==> src/rtl/mux_route_sched.sv <==
// mux_route_sched
//
// Round-robin scheduler that grants one of four requesting sources,
// captures that source's data bit and routing tag, and drives the data
// bit onto one of four output lanes until downstream accepts it.
//
// Ports:
//   clk       in   1   single clock, rising edge
//   rst       in   1   synchronous active-high reset
//   req       in   4   request per source, held until granted
//   din       in   4   data bit per source
//   tag       in   16  4-bit routing tag per source (tag[4k+3:4k])
//   out_rdy   in   1   downstream accepts the current output
//   gnt       out  4   one-hot grant, one cycle wide
//   sel       out  2   index of the source being served
//   dst       out  2   destination lane for the demux stage
//   out_vld   out  4   one-hot valid on lane dst
//   out_bit   out  4   routed data bit on lane dst
//   busy      out  1   high whenever the FSM is not idle
//   xfer_cnt  out  8   completed transfer count, wraps at 256
//
// Configuration macro: PARITY_ROUTE_EN
//   defined   : dst = sel when the captured tag has odd parity,
//               otherwise the bitwise inverse of sel
//   undefined : dst = sel, tag is not used

module mux_route_sched (
   input  logic        clk,
   input  logic        rst,
   input  logic [3:0]  req,
   input  logic [3:0]  din,
   input  logic [15:0] tag,
   input  logic        out_rdy,
   output logic [3:0]  gnt,
   output logic [1:0]  sel,
   output logic [1:0]  dst,
   output logic [3:0]  out_vld,
   output logic [3:0]  out_bit,
   output logic        busy,
   output logic [7:0]  xfer_cnt
);

   typedef enum logic [1:0] {
      IDLE  = 2'd0,
      GRANT = 2'd1,
      DRIVE = 2'd2
   } state_t;

   state_t      r_state;
   logic [1:0]  r_ptr;
   logic [1:0]  r_winner;
   logic [3:0]  r_gnt;
   logic [1:0]  r_sel;
   logic [1:0]  r_dst;
   logic [3:0]  r_outVld;
   logic [3:0]  r_outBit;
   logic [7:0]  r_xferCnt;

   logic        w_found;
   logic [1:0]  w_winner;
   logic [1:0]  w_idx;
   logic [1:0]  w_dst;

   // Round-robin search starting at the pointer. Walking the offsets from
   // the far end back to zero lets the closest requester overwrite any
   // farther one, so the result is the first hit in ptr, ptr+1, ... order.
   always_comb begin
      w_found  = 1'b0;
      w_winner = r_ptr;
      w_idx    = r_ptr;
      for (int i = 3; i >= 0; i--) begin
         w_idx = r_ptr + 2'(i);
         if (req[w_idx]) begin
            w_found  = 1'b1;
            w_winner = w_idx;
         end
      end
   end

`ifdef PARITY_ROUTE_EN
   logic [3:0]  w_tagSel;

   // The winner's tag is read at the same edge its data bit is captured;
   // odd parity keeps the source lane, even parity mirrors it.
   always_comb begin
      w_tagSel = tag[{r_winner, 2'b00} +: 4];
      w_dst    = (^w_tagSel) ? r_winner : ~r_winner;
   end
`else
   logic [15:0] w_unusedTag;

   // Routing is straight-through; the tag bus is tied to a sink so it
   // carries no logic.
   assign w_unusedTag = tag;

   always_comb begin
      w_dst = r_winner;
   end
`endif

   // Main FSM. Every output is a register so downstream sees clean,
   // glitch-free values. The winner is latched on entry to GRANT so that
   // req changes afterwards cannot disturb the transfer in progress.
   always_ff @(posedge clk) begin
      if (rst) begin
         r_state   <= IDLE;
         r_ptr     <= 2'd0;
         r_winner  <= 2'd0;
         r_gnt     <= 4'd0;
         r_sel     <= 2'd0;
         r_dst     <= 2'd0;
         r_outVld  <= 4'd0;
         r_outBit  <= 4'd0;
         r_xferCnt <= 8'd0;
      end else begin
         case (r_state)
            IDLE: begin
               r_gnt <= 4'd0;
               if (w_found) begin
                  r_winner <= w_winner;
                  r_gnt    <= 4'b0001 << w_winner;
                  r_state  <= GRANT;
               end
            end
            GRANT: begin
               r_gnt    <= 4'd0;
               r_sel    <= r_winner;
               r_dst    <= w_dst;
               r_ptr    <= r_winner + 2'd1;
               r_outVld <= 4'b0001 << w_dst;
               r_outBit <= {3'b000, din[r_winner]} << w_dst;
               r_state  <= DRIVE;
            end
            DRIVE: begin
               r_gnt <= 4'd0;
               if (out_rdy) begin
                  r_outVld  <= 4'd0;
                  r_outBit  <= 4'd0;
                  r_xferCnt <= r_xferCnt + 8'd1;
                  r_state   <= IDLE;
               end
            end
            default: begin
               r_gnt    <= 4'd0;
               r_outVld <= 4'd0;
               r_outBit <= 4'd0;
               r_state  <= IDLE;
            end
         endcase
      end
   end

   assign gnt      = r_gnt;
   assign sel      = r_sel;
   assign dst      = r_dst;
   assign out_vld  = r_outVld;
   assign out_bit  = r_outBit;
   assign busy     = (r_state != IDLE);
   assign xfer_cnt = r_xferCnt;

endmodule

==> config.mk <==
export PLATFORM = sky130hd
export DESIGN_NAME = mux_route_sched
export DESIGN_NICKNAME = d
export VERILOG_FILES = /design/src/rtl/mux_route_sched.sv
export SDC_FILE = /design/constraint.sdc
export NUM_CORES = 1
export LEC_CHECK = 0
export ABC_CLOCK_PERIOD_IN_PS = 4000
export CAP_MARGIN = 20
export CORE_MARGIN = 2
export CORE_UTILIZATION = 45
export CTS_CLUSTER_DIAMETER = 200
export DETAILED_ROUTE_END_ITERATION = 10
export PLACE_DENSITY_LB_ADDON = 0.1
export SETUP_SLACK_MARGIN = 0.05
export SYNTH_ARGS = -nofsm -noshare
export SYNTH_HDL_FRONTEND = slang
export SYNTH_SLANG_ARGS = --single-unit
==> constraint.sdc <==
create_clock -name clk -period 4 [get_ports clk]
set_clock_uncertainty 0.05 [all_clocks]
set_input_delay 0.6 -clock clk [delete_from_list [all_inputs] [get_ports clk]]
set_output_delay 0.6 -clock clk [all_outputs]
set_load 0.01 [all_outputs]
* Word-level counts from Yosys, hierarchy flattened
Cells that the tools add are included.
Cells by class: $add $sub $neg 5, $lt $le $gt $ge 5, equality and inequality tests 4, shifts and indexed selects 3, mux-type cells 24, bitwise gates (word level) 2, reduce and logical (&&, ||, !) cells 7
Operator list (count):
- 4-bit case mux with 3 select lines | 2
- 2-bit by 3-bit < comparator with 1-bit output (second input constant) | 5
- 2-bit 2-to-1 mux | 6
- 1-bit binary-select mux with 2-bit select | 5
- 1-bit 2-to-1 mux | 9
- 8-bit by 1-bit adder with 8-bit output (second input constant) | 1
- 2-bit AND reduction | 4
- 1-bit by 2-bit << shifter with 4-bit output (first input constant) | 2
- 2-bit case mux with 3 select lines | 1
- 2-bit by 1-bit adder with 2-bit output (second input constant) | 2
- 2-bit adder (second input constant) | 2
- 4-bit 2-to-1 mux | 1
- 2-bit != test (second input constant) | 2
- 1-bit by 2-bit << shifter with 4-bit output | 1
- 3-bit OR reduction | 1
- 2-bit by 1-bit equality test with 1-bit output (second input constant) | 1
- 2-bit equality test (second input constant) | 1
- 2-bit logical NOT | 1
- 1-bit NOT | 2
- 2-bit nonzero test | 1
Storage, ports and cells: register bits 28, output and inout bits 25, logic and storage cells 58

* Longest topological paths before layout
Gate-level depths: netlist (run 1).
depth after elaboration 9, gate-level depth with buffers 6

* Least setup slack after synthesis (run 1)
Ideal clock, no wire load.
path type input to register, start in req[2], end reg r_gnt[0] (netlist: gnt[0]), setup time 0.065 ns, arrival time 1.471 ns, data required time 3.885 ns, setup slack 2.414 ns, stages 4, buffers on the path 0, cell sequence nor2b_1 -> o21a_1 -> or4_4 -> nor2b_1
Between the ends: longest elaborated chain between the ends 8
Ends and longest elaborated chain:
- start, declared | RTL line 30 | input logic [3:0] req,
- 1-bit binary-select mux with 2-bit select | RTL line 73 | if (req[w_idx]) begin
- 1-bit 2-to-1 mux (implied by the code) | RTL line 73
- 1-bit 2-to-1 mux (4 in a row) | RTL line 73
- 1-bit NOT (no line)
- 3-bit OR reduction (no line)
- end signal, assigned | RTL line 121 | r_gnt <= 4'b0001 << w_winner;
- end, declared | RTL line 52 | logic [3:0] r_gnt;
Parallel ways exist; a longest one is shown, timed or not. The select of a mux whose other input is x is not followed. A chain may end at the register's enable or synchronous reset.

* Worst setup path in the final report (run 1)
start reg r_state[0], end out busy
Between the ends: longest elaborated chain between the ends 1
Ends and longest elaborated chain:
- start, declared | RTL line 49 | state_t r_state;
- start signal, assigned | RTL line 106 | r_state <= IDLE;
- start signal, assigned | RTL line 122 | r_state <= GRANT;
- start signal, assigned | RTL line 132 | r_state <= DRIVE;
- 2-bit nonzero test | RTL line 158 | assign busy = (r_state != IDLE);
- end, declared | RTL line 39 | output logic busy,
No other way between the ends.

==> key figures, run 1 <==
Critical path
  • Crit. Startpoint: r_state[0]
  • Reg2reg path depth: 4
  • FF-to-FF setup slack: 2.44 ns
  • CP endpoint: busy
  • CP required: ~3.4 ns
  • Critical path class: reg2out
  • CP startpoint kind: flip-flop
  • R2r startpoint: r_state[0]
  • CP Capture Type: output pin
  • CP Max Fanout: 9
  • Worst Path Arrival: 1.61 ns
  • Reg-to-reg endpoint: gnt[0]

Layout
  • Layout cells sized above 1: 4.17%
  • Nets: 201
  • # diodes: 0
  • Final Util: 63.7%
  • Register area: 561 sq um
  • Post-route insts no fill: 198
  • Area of the multi-input gates: 608 sq um
  • Filler cells: between 200 and 250
  • Area grow syn2layout: 31.3%

Yosys
  • Async SR Flop Fraction: 0%
  • Syn_nets: around 170
  • Synth Register Bits: 28
  • Synth Flop Type: dfxtp_1
  • Synth unique cells: 34
  • Syn avg cell area: 9.00 sq um
  • Number of synthesized flops with an enable pin: 0
  • Leading area contributor after synthesis: dfxtp_1
  • Cells after synthesis: 137
  • Synth Cell Area: around 1200 sq um
  • Synth area leaders: dfxtp_1 45%, nor2_1 7.9%, ha_1 5.1%
  • Most frequent cell after synthesis: dfxtp_1
  • Synth top area share: a little under half
  • Top cells by count, synth: 28 x dfxtp_1, 26 x nor2_1, 12 x a21oi_1, 10 x nand2_1
  • Synth Warn #: 0
  • Sequential area share after synthesis: 45.4%

Power and ir drop
  • P_int: 449 uW
  • PwrDens: 370 nW/um^2
  • Sequential fraction of design power: 52.0%
  • Leak Pwr: approximately 0.00062 uW
  • Clock share of power: 30.5%
  • Share of total power in combinational logic: ~18%
  • Maximum vdd drop: 308 uV
  • Net Sw Frac: 25.0%
  • Pwr Total: 599 uW
  • Sw Pwr: 150 uW

Outcome
  • Outcome: complete, no violations

Drt
  • Vias per cell: 5.27
  • Routed wire length: 2.61 mm
  • Drt drc: 0
  • Drt pass-1 iters: 4
  • ANT nets after route: 0
  • Avg WL per Cell: 13.2 um
  • Iter 0 DRT Violations: 22
  • Routed vias: 1043

STA
  • Fmax achieved: 442 MHz
  • Max Slew Vio Count: 0
  • Final worst slack: 1.74 ns
  • Setup TNS: 0 ns
  • Hold Vio Cnt, Final: 0
  • Final period util: 56.6%
  • Worst slew margin: between 30 and 40%
  • Final min period: 2.26 ns
  • Final setup viols: 0
  • Worst-margin pin slew: 0.918 ns
  • RSZ-0062 raised after global routing: false

Die
  • Core Area: 2540 sq um
  • Initial Util: 48.5%
  • Die Height: between 50 and 60 um
  • Boundary pin count: 52
  • Die width: 56.4 um
  • Full die area: 3180 sq um
  • Num rows: 18

Placement
  • Dpl cells: 194
  • Pre-CTS setup slack: 1.54 ns
  • Dpl hpwl: 1.95 mm
  • GP Congestion: 0.803
  • IO buf count: 35

Global route
  • First-pass GRT wire length: 4.52 mm
  • Largest net degree at the start of global routing: 28
  • Vias in the first global route: 1013
  • Initial antenna violation count: 0
  • All-Layer GR Usage: between 15 and 20%
  • Grt ovf: 0

Worst hold path
  • Hold_sp: out_bit[1]
  • Hold WC Path Type: reg2reg

Clock tree
  • Clock Pin Slew Worst Setup and Hold Paths: 0.14 ns
  • CTS Root Buffer Type: clkbuf_4
  • # resized after CTS: 0
  • Worst-Skew Late Latency: 0.32 ns
  • CTS tree: built
  • Clk sink count: 28
  • Post-CTS Setup Inserts: 0
  • CTS Buffer Depth: 2
  • Hold buffers post-CTS: 0
  • CTS H-tree depth: 1
  • Clock buffer count from CTS: 3

Flow run
  • Number of max-cap violations: 0
-- state kept, by name, indices dropped and copies added (netlist names) --
signal    cells
dst           2
r_state       2
out_bit       4
out_vld       4
r_winner      2
r_ptr         2
gnt           4
xfer_cnt      8
-- cell type report --
class / instances / area share, %
clock inverters: 1 / 1.85
flip-flops and latches: 28 / 34.6
clock buffers: 3 / 1.39
well taps: 30 / 2.32
multi-input cells: 98 / 37.5
repair buffers: 35 / 21.6
inverters: 3 / 0.695
-- worst min-delay path by stage --
stage | depth (start not counted) | slack (ns) | to
global placement | 2 | 0.39 | out_bit[3]
CTS | 2 | 0.42 | out_bit[3]
finish | 2 | 0.42 | out_bit[1]
detailed placement | 2 | 0.40 | out_bit[3]
floorplan | 2 | 0.43 | out_bit[3]
global route | 2 | 0.44 | out_bit[1]
-- cells by family after synthesis --
| kind of cell | count (synthesis) | synth area share, % |
|---|---|---|
| DFF | 28 | 45.4 |
| xor gates and xnor gates | 7 | 4.97 |
| and+or+nand+nor | 60 | 24.3 |
| AOI/OAI and AO/OA | 22 | 11.7 |
| muxes | 4 | 3.25 |
| adders and majority gates | 5 | 5.07 |
| buffers and inverters | 11 | 5.27 |
-- cells in the final DEF, fill, tap and decap left out, drive strengths merged --
cell type,netlist,routed
a211o,1,1
a211oi,1,1
a21o,1,1
a21oi,12,12
a22oi,1,1
a32oi,2,2
and2b,1,1
and3,2,2
and3b,3,3
bufinv,0,1
clkbuf,1,3
clkdlybuf4s50,0,35
dfxtp,28,28
ha,5,5
inv,3,3
mux2i,4,4
nand2,10,10
nand2b,1,1
nand3b,1,1
nand4,6,6
nor2,26,26
nor2b,4,4
nor3,2,2
nor4,2,2
o211ai,1,1
o21a,1,1
o21ai,1,1
o31ai,1,1
or2,1,1
or4,1,1
xnor2,1,1
xor2,6,6
-- worst max-delay path: stages (launching register included) --
cell	delay, ns
dfxtp_1	0.57
or2_4	0.20
clkdlybuf4s50_1	0.53
-- layer usage --
layer	share of wire, %	GRT usage [%]
met1	49	23.8
met2	46	29.2
met3	3.9	4.38
met4	0.50	3.74
met5	0	0
-- per-stage QoR --
stage / hold WS (ns) / instance area (sq um)
floorplan: 0.426 / 1230
global placement: 0.394 / 1570
detailed placement: 0.399 / 1570
CTS: 0.422 / 1620
global route: 0.445 / 1620
finish: 0.418 / 1620
-- power by group through the flow --
| stage | clock network [uW] | registers, uW | logic [uW] |
|---|---|---|---|
| finish | 183 | 312 | 105 |
| global route | 200 | 315 | 118 |
| CTS | 188 | 312 | 106 |
| detailed placement | 0 | 317 | 105 |
| global placement | 0 | 317 | 102 |
| floorplan | 0 | 314 | 66.8 |
Note: power is estimated with default switching activity, not from simulation.
==> run 2, diff against run 1 <==
--- a/config.mk
+++ b/config.mk
@@ -5,10 +5,10 @@
 export SDC_FILE = /design/constraint.sdc
 export NUM_CORES = 1
 export LEC_CHECK = 0
-export ABC_CLOCK_PERIOD_IN_PS = 4000
+export ABC_CLOCK_PERIOD_IN_PS = 2270
 export CAP_MARGIN = 20
 export CORE_MARGIN = 2
-export CORE_UTILIZATION = 45
+export CORE_UTILIZATION = 42
 export CTS_CLUSTER_DIAMETER = 200
 export DETAILED_ROUTE_END_ITERATION = 10
 export PLACE_DENSITY_LB_ADDON = 0.1
==> constraint.sdc (replaced) <==
create_clock -name clk -period 2.27 [get_ports clk]
set_clock_uncertainty 0.05 [all_clocks]
set_input_delay 0.3405 -clock clk [delete_from_list [all_inputs] [get_ports clk]]
set_output_delay 0.3405 -clock clk [all_outputs]
set_load 0.01 [all_outputs]
==> run 2 against run 1 <==
Effect of this change:
- via count rose by 0.67%
- design area is 0.54% higher
- clock power up 78%
- global-route usage is 1.4 points lower
- cell count is 1.0% higher
- sequential power is 76% higher
- routed wire length down 1.8%
- worst setup slack got worse by 1.5 ns
- combinational power is 76% higher
==> key figures, run 2 (same netlist as run 1, synthesis figures left out) <==
Outcome
  • Outcome: complete, no violations (unchanged)

Drt
  • Routed wire length: 2.56 mm (was 2.61 mm)
  • Avg WL per Cell: 12.8 um (was 13.2 um)
  • ANT nets after route: 0 (unchanged)
  • Vias per cell: 5.25 (was 5.27)
  • Drt drc: 0 (unchanged)
  • Routed vias: 1050 (was 1043)
  • Drt pass-1 iters: 4 (unchanged)
  • Iter 0 DRT Violations: 31 (was 22)

Worst hold path
  • Hold WC Path Type: reg2reg (unchanged)
  • Hold Path Stages: 2 (unchanged)

Die
  • Boundary pin count: 52 (unchanged)
  • Core Area: 2780 sq um (was 2540 sq um)
  • Die width: 58.2 um (was 56.4 um)
  • Initial Util: 44.4% (was 48.5%)
  • Full die area: 3390 sq um (was 3180 sq um)
  • Num rows: 19 (was 18)
  • Die Height: 58.2 um (was 56.4 um)

Critical path
  • CP required: 1.88 ns (was 3.35 ns)
  • FF-to-FF setup slack: 0.70 ns (was 2.44 ns)
  • CP Capture Type: output pin (unchanged)
  • CP Max Fanout: 9 (unchanged)
  • Critical path class: reg2out (unchanged)
  • CP max stage cell: dfxtp_1 (unchanged)
  • CP delay by family, top: flip-flops (unchanged)
  • Crit path cell chain: or2_4 -> clkdlybuf4s50_1 (unchanged)
  • Buf/Inv on CP: 1 (unchanged)
  • Worst Path Arrival: 1.62 ns (was 1.61 ns)
  • CP startpoint kind: flip-flop (unchanged)
  • Reg2reg path depth: 4 (unchanged)
  • WP depth: 2 (unchanged)
  • Max incr delay on CP: 0.57 ns (about the same)

Placement
  • Pre-CTS setup slack: 0.247 ns (was 1.54 ns)
  • Dpl hpwl: 1.90 mm (was 1.95 mm)
  • GP Congestion: 0.746 (was 0.803)
  • IO buf count: 35 (unchanged)

Global route
  • First-pass GRT wire length: 4.30 mm (was 4.52 mm)
  • Vias in the first global route: 923 (was 1013)
  • Initial antenna violation count: 0 (unchanged)
  • Grt ovf: 0 (unchanged)
  • Largest net degree at the start of global routing: 27 (was 28)
  • All-Layer GR Usage: 16.4% (was 17.8%)

Layout
  • Commonest non-fill, non-tap cells in the layout: 35 x clkdlybuf4s50_1, 28 x dfxtp_1, 26 x nor2_1 (unchanged)
  • Nets: 202 (was 201)
  • Layout cells sized above 1: 4.73% (was 4.17%)
  • Register area: 561 sq um (unchanged)
  • Largest register FFs: 8 (unchanged)
  • Commonest non-fill, non-tap cell in the layout: clkdlybuf4s50_1 (unchanged)
  • # diodes: 0 (unchanged)
  • Area of the multi-input gates: 608 sq um (unchanged)
  • Filler cells: 255 (was 234)
  • Area grow syn2layout: 32.0% (was 31.3%)

STA
  • Fmax achieved: between 400 and 500 MHz
  • Final setup viols: 0 (unchanged)
  • Max Slew Vio Count: 0 (unchanged)
  • Hold Vio Cnt, Final: 0 (unchanged)
  • Final period util: 88.6%
  • Setup TNS: 0 ns (unchanged)
  • Final worst slack: 0.259 ns (was 1.74 ns)
  • RSZ-0062 raised after global routing: false (unchanged)
  • Final min period: 2.01 ns
  • Worst slew margin: 65.7% (was 38.6%)
  • Worst-margin pin slew: 0.510 ns (was 0.918 ns)

Clock tree
  • Post-CTS Setup Inserts: 0 (unchanged)
  • CTS tree: built (unchanged)
  • Worst-Skew Late Latency: 0.32 ns (about the same)
  • Clock Pin Slew Worst Setup and Hold Paths: 0.15 ns (was 0.14 ns)
  • CTS Buffer Depth: 2 (unchanged)
  • CTS H-tree depth: 1 (unchanged)
  • Hold buffers post-CTS: 0 (unchanged)
  • Clock buffer count from CTS: 3 (unchanged)
  • Clk sink count: 28 (unchanged)
  • CTS Root Buffer Type: clkbuf_4 (unchanged)
  • # resized after CTS: 0 (unchanged)

Flow run
  • Number of max-cap violations: 0 (unchanged)

Power and ir drop
  • Maximum vdd drop: 431 uV (was 308 uV)
  • PwrDens: 651 nW/um^2 (was 370 nW/um^2)
  • Leak Pwr: 0.000629 uW (was 0.000624 uW)
[run 2: changes by cell type in the layout (fill, tap and decap cells not counted), sizes merged]
cell	delta
buf	+1
[run 2: report_power, final]
part	total [uW]	switching (uW)	leakage, uW	internal (uW)
logic	185	88.5	0.000374	96.3
registers	550	32.0	0.000228	518
clock network	326	147	0.0000279	179
total	1060	268	0.000629	793
[run 2: layer usage]
layer	routed length, um	global-route usage [%]
met4	25	5.98
met5	0	0
met2	1200	26.3
met3	139	4.02
met1	1200	21.4
[run 2: through the flow]
stage	power, uW	utilization, %	std cells	hold slack, ns	area (sq um)
after global routing	1120	58.6	200	0.454	1630
after detailed placement	747	56.7	196	0.403	1580
after CTS	1070	58.6	200	0.426	1630
after global placement	742	56.7	196	0.394	1580
final	1060	58.6	200	0.420	1630
after floorplan	671	-	137	0.426	1230
[run 2: worst register-to-register path, cell delays in order, from the launching register on]
cell and delay, ns:
dfxtp_1 0.45, or2_4 0.28, a21o_4 0.21, or4_4 0.42, nor2b_1 0.11
[run 2: layout make-up]
class	instances	share of cell area, %
Tap cell	31	2.38
Sequential cell	28	34.4
Clock inverter	1	1.84
Timing Repair Buffer	36	22.0
Inverter	3	0.691
Clock buffer	3	1.38
Multi-Input combinational cell	98	37.3
[run 2: worst paths after layout]
path         startpoint         end
max          r_state[0]        busy
min          out_bit[1]  out_bit[1]
min reg2reg  out_bit[1]  out_bit[1]
max reg2reg  r_state[0]      gnt[0]
==> run 3, diff against run 2 <==
--- a/config.mk
+++ b/config.mk
@@ -7,8 +7,10 @@
 export LEC_CHECK = 0
 export ABC_CLOCK_PERIOD_IN_PS = 2270
 export CAP_MARGIN = 20
+export CELL_PAD_IN_SITES_DETAIL_PLACEMENT = 1
+export CELL_PAD_IN_SITES_GLOBAL_PLACEMENT = 1
 export CORE_MARGIN = 2
-export CORE_UTILIZATION = 42
+export CORE_UTILIZATION = 30
 export CTS_CLUSTER_DIAMETER = 200
 export DETAILED_ROUTE_END_ITERATION = 10
 export PLACE_DENSITY_LB_ADDON = 0.1
==> run 3 against run 2 <==
Effect of this change:
- utilization down 17 points
- critical endpoint unchanged
- largest power group unchanged
- maximum frequency grew 3.8%
- sequential power hardly changed
- power is 1.2% lower
- die area up 37%
- global-route usage is 1.7 points lower
==> key figures, run 3 (same netlist as run 1, synthesis figures left out) <==
Outcome
  • Outcome: complete, no violations (unchanged)

Clock tree
  • Clock buffer count from CTS: 3 (unchanged)
  • # resized after CTS: 0 (unchanged)
  • CTS tree: built (unchanged)
  • CTS Buffer Depth: 2 (unchanged)
  • CTS Root Buffer Type: clkbuf_8 (was clkbuf_4)
  • Hold buffers post-CTS: 0 (unchanged)
  • Post-CTS Setup Inserts: 0 (unchanged)
  • Clk sink count: 28 (unchanged)
  • Clock Pin Slew Worst Setup and Hold Paths: 0.09 ns (was 0.15 ns)
  • Worst-Skew Late Latency: 0.28 ns (was 0.32 ns)
  • CTS H-tree depth: 1 (unchanged)

Critical path
  • CP Max Fanout: 9 (unchanged)
  • Crit path cell chain: or2_4 -> clkdlybuf4s50_1 (unchanged)
  • Crit. Startpoint: r_state[0] (unchanged)
  • Reg-to-reg endpoint: gnt[0] (unchanged)
  • Critical path class: reg2out (unchanged)
  • Max incr delay on CP: 0.54 ns (was 0.57 ns)
  • FF-to-FF setup slack: 0.71 ns (was 0.70 ns)
  • R2r startpoint: r_state[0] (unchanged)
  • Reg2reg path depth: 4 (unchanged)
  • CP endpoint: busy (unchanged)
  • CP required: 1.88 ns (about the same)
  • CP max stage cell: dfxtp_1 (unchanged)
  • Worst Path Arrival: 1.55 ns (was 1.62 ns)
  • CP startpoint kind: flip-flop (unchanged)
  • CP Capture Type: output pin (unchanged)

Drt
  • ANT nets after route: 0 (unchanged)
  • Drt drc: 0 (unchanged)
  • Vias per cell: 4.82 (was 5.25)
  • Iter 0 DRT Violations: 23 (was 31)
  • Metal3 WL: 134 um (was 139 um)
  • M1 WL: 1.23 mm (was 1.20 mm)
  • Drt pass-1 iters: 4 (unchanged)
  • WL met2: 1.60 mm (was 1.20 mm)
  • Top layer reached by signal wires: met4 (unchanged)
  • Avg WL per Cell: 13.8 um (was 12.8 um)
  • Routed vias: 1056 (was 1050)
  • Routed wire length: 3.02 mm (was 2.56 mm)

Layout
  • Register area: 561 sq um (unchanged)
  • Layout cells sized above 1: 4.73% (unchanged)
  • Nets: 202 (unchanged)
  • Finished Cell Area: 1660 sq um (was 1630 sq um)
  • # diodes: 0 (unchanged)
  • Final Util: 41.7% (was 58.6%)
  • Area grow syn2layout: 34.2% (was 32.0%)
  • Filler cells: 464 (was 255)
  • Area of the multi-input gates: 608 sq um (unchanged)
  • Commonest non-fill, non-tap cell in the layout: clkdlybuf4s50_1 (unchanged)
  • Largest register FFs: 8 (unchanged)
  • Commonest non-fill, non-tap cells in the layout: 35 x clkdlybuf4s50_1, 28 x dfxtp_1, 26 x nor2_1 (unchanged)

Global route
  • All-Layer GR Usage: 14.7% (was 16.4%)
  • Grt ovf: 0 (unchanged)
  • Initial antenna violation count: 0 (unchanged)
  • Vias in the first global route: 1135 (was 923)
  • Largest net degree at the start of global routing: 27 (unchanged)
  • First-pass GRT wire length: 5.02 mm (was 4.30 mm)

Placement
  • Dpl hpwl: 2.23 mm (was 1.90 mm)
  • IO buf count: 35 (unchanged)
  • GP Congestion: 0.717 (was 0.746)
  • Placed cell area: 1600 sq um (was 1580 sq um)

STA
  • RSZ-0062 raised after global routing: false (unchanged)
  • Setup TNS: 0 ns (unchanged)
  • Fmax achieved: 516 MHz (was 497 MHz)
  • Worst-margin pin slew: 0.500 ns (was 0.510 ns)
  • Hold Worst Slack: 0.410 ns (was 0.420 ns)
  • Max Slew Vio Count: 0 (unchanged)
  • Worst slew margin: 66.4% (was 65.7%)
  • Final setup viols: 0 (unchanged)
  • Final period util: 85.3% (was 88.6%)
  • Hold Vio Cnt, Final: 0 (unchanged)
  • Final min period: 1.94 ns (was 2.01 ns)

Power and ir drop
  • PwrDens: 633 nW/um^2 (was 651 nW/um^2)
  • Maximum vdd drop: 234 uV (was 431 uV)
  • Pwr Total: 1050 uW (was 1060 uW)
  • Leak Pwr: 0.000630 uW (was 0.000629 uW)

Flow run
  • Number of max-cap violations: 0 (unchanged)

Die
  • Die Height: 68.1 um (was 58.2 um)
  • Boundary pin count: 52 (unchanged)
  • Num rows: 23 (was 19)
  • Initial Util: 31.1% (was 44.4%)
  • Full die area: 4640 sq um (was 3390 sq um)
  • Core Area: 3970 sq um (was 2780 sq um)
  • Die width: 68.1 um (was 58.2 um)

Worst hold path
  • Hold WC Path Type: reg2reg (unchanged)
  • Hold Path Stages: 2 (unchanged)
[run 3: per-stage QoR]
stage	worst slack, ns	cells
after floorplan	0.775	137
after global routing	0.236	219
final	0.334	219
after CTS	0.291	219
after detailed placement	0.252	215
after global placement	0.261	215
[run 3: worst min path at each step]
| stage | startpoint | end |
|---|---|---|
| floorplan | out_bit[3] | out_bit[3] |
| global placement | out_bit[1] | out_bit[1] |
| detailed placement | out_bit[3] | out_bit[3] |
| CTS | out_bit[3] | out_bit[3] |
| global route | out_bit[3] | out_bit[3] |
| finish | out_bit[1] | out_bit[1] |
[run 3: cell type report]
cell class / instances / area share, %
Clock buffer: 4 / 3.33
Inverter: 3 / 0.680
Timing Repair Buffer: 36 / 21.6
Multi-Input combinational cell: 98 / 36.7
Tap cell: 50 / 3.78
Sequential cell: 28 / 33.9
[run 3: power breakdown]
group	internal (uW)	switching [uW]	leakage (uW)
registers	517	31.8	0.000228
logic	97.0	92.2	0.000374
clock network	155	154	0.0000288
total	770	278	0.000630
[run 3: worst max-delay path: cells and delay by family (launching register included)]
| kind | cells | cell delay, ns |
|---|---|---|
| buffers and inverters | 1 | 0.53 |
| flip-flops | 1 | 0.54 |
| AND/OR/NAND/NOR | 1 | 0.20 |
[run 3: per-layer routing]
layer | track usage [%] | vias to the layer above
met1 | 16.4 | 498
met2 | 26.5 | 24
met5 | 0 | -
met4 | 6.75 | 0
met3 | 3.13 | 5
li1 | - | 529
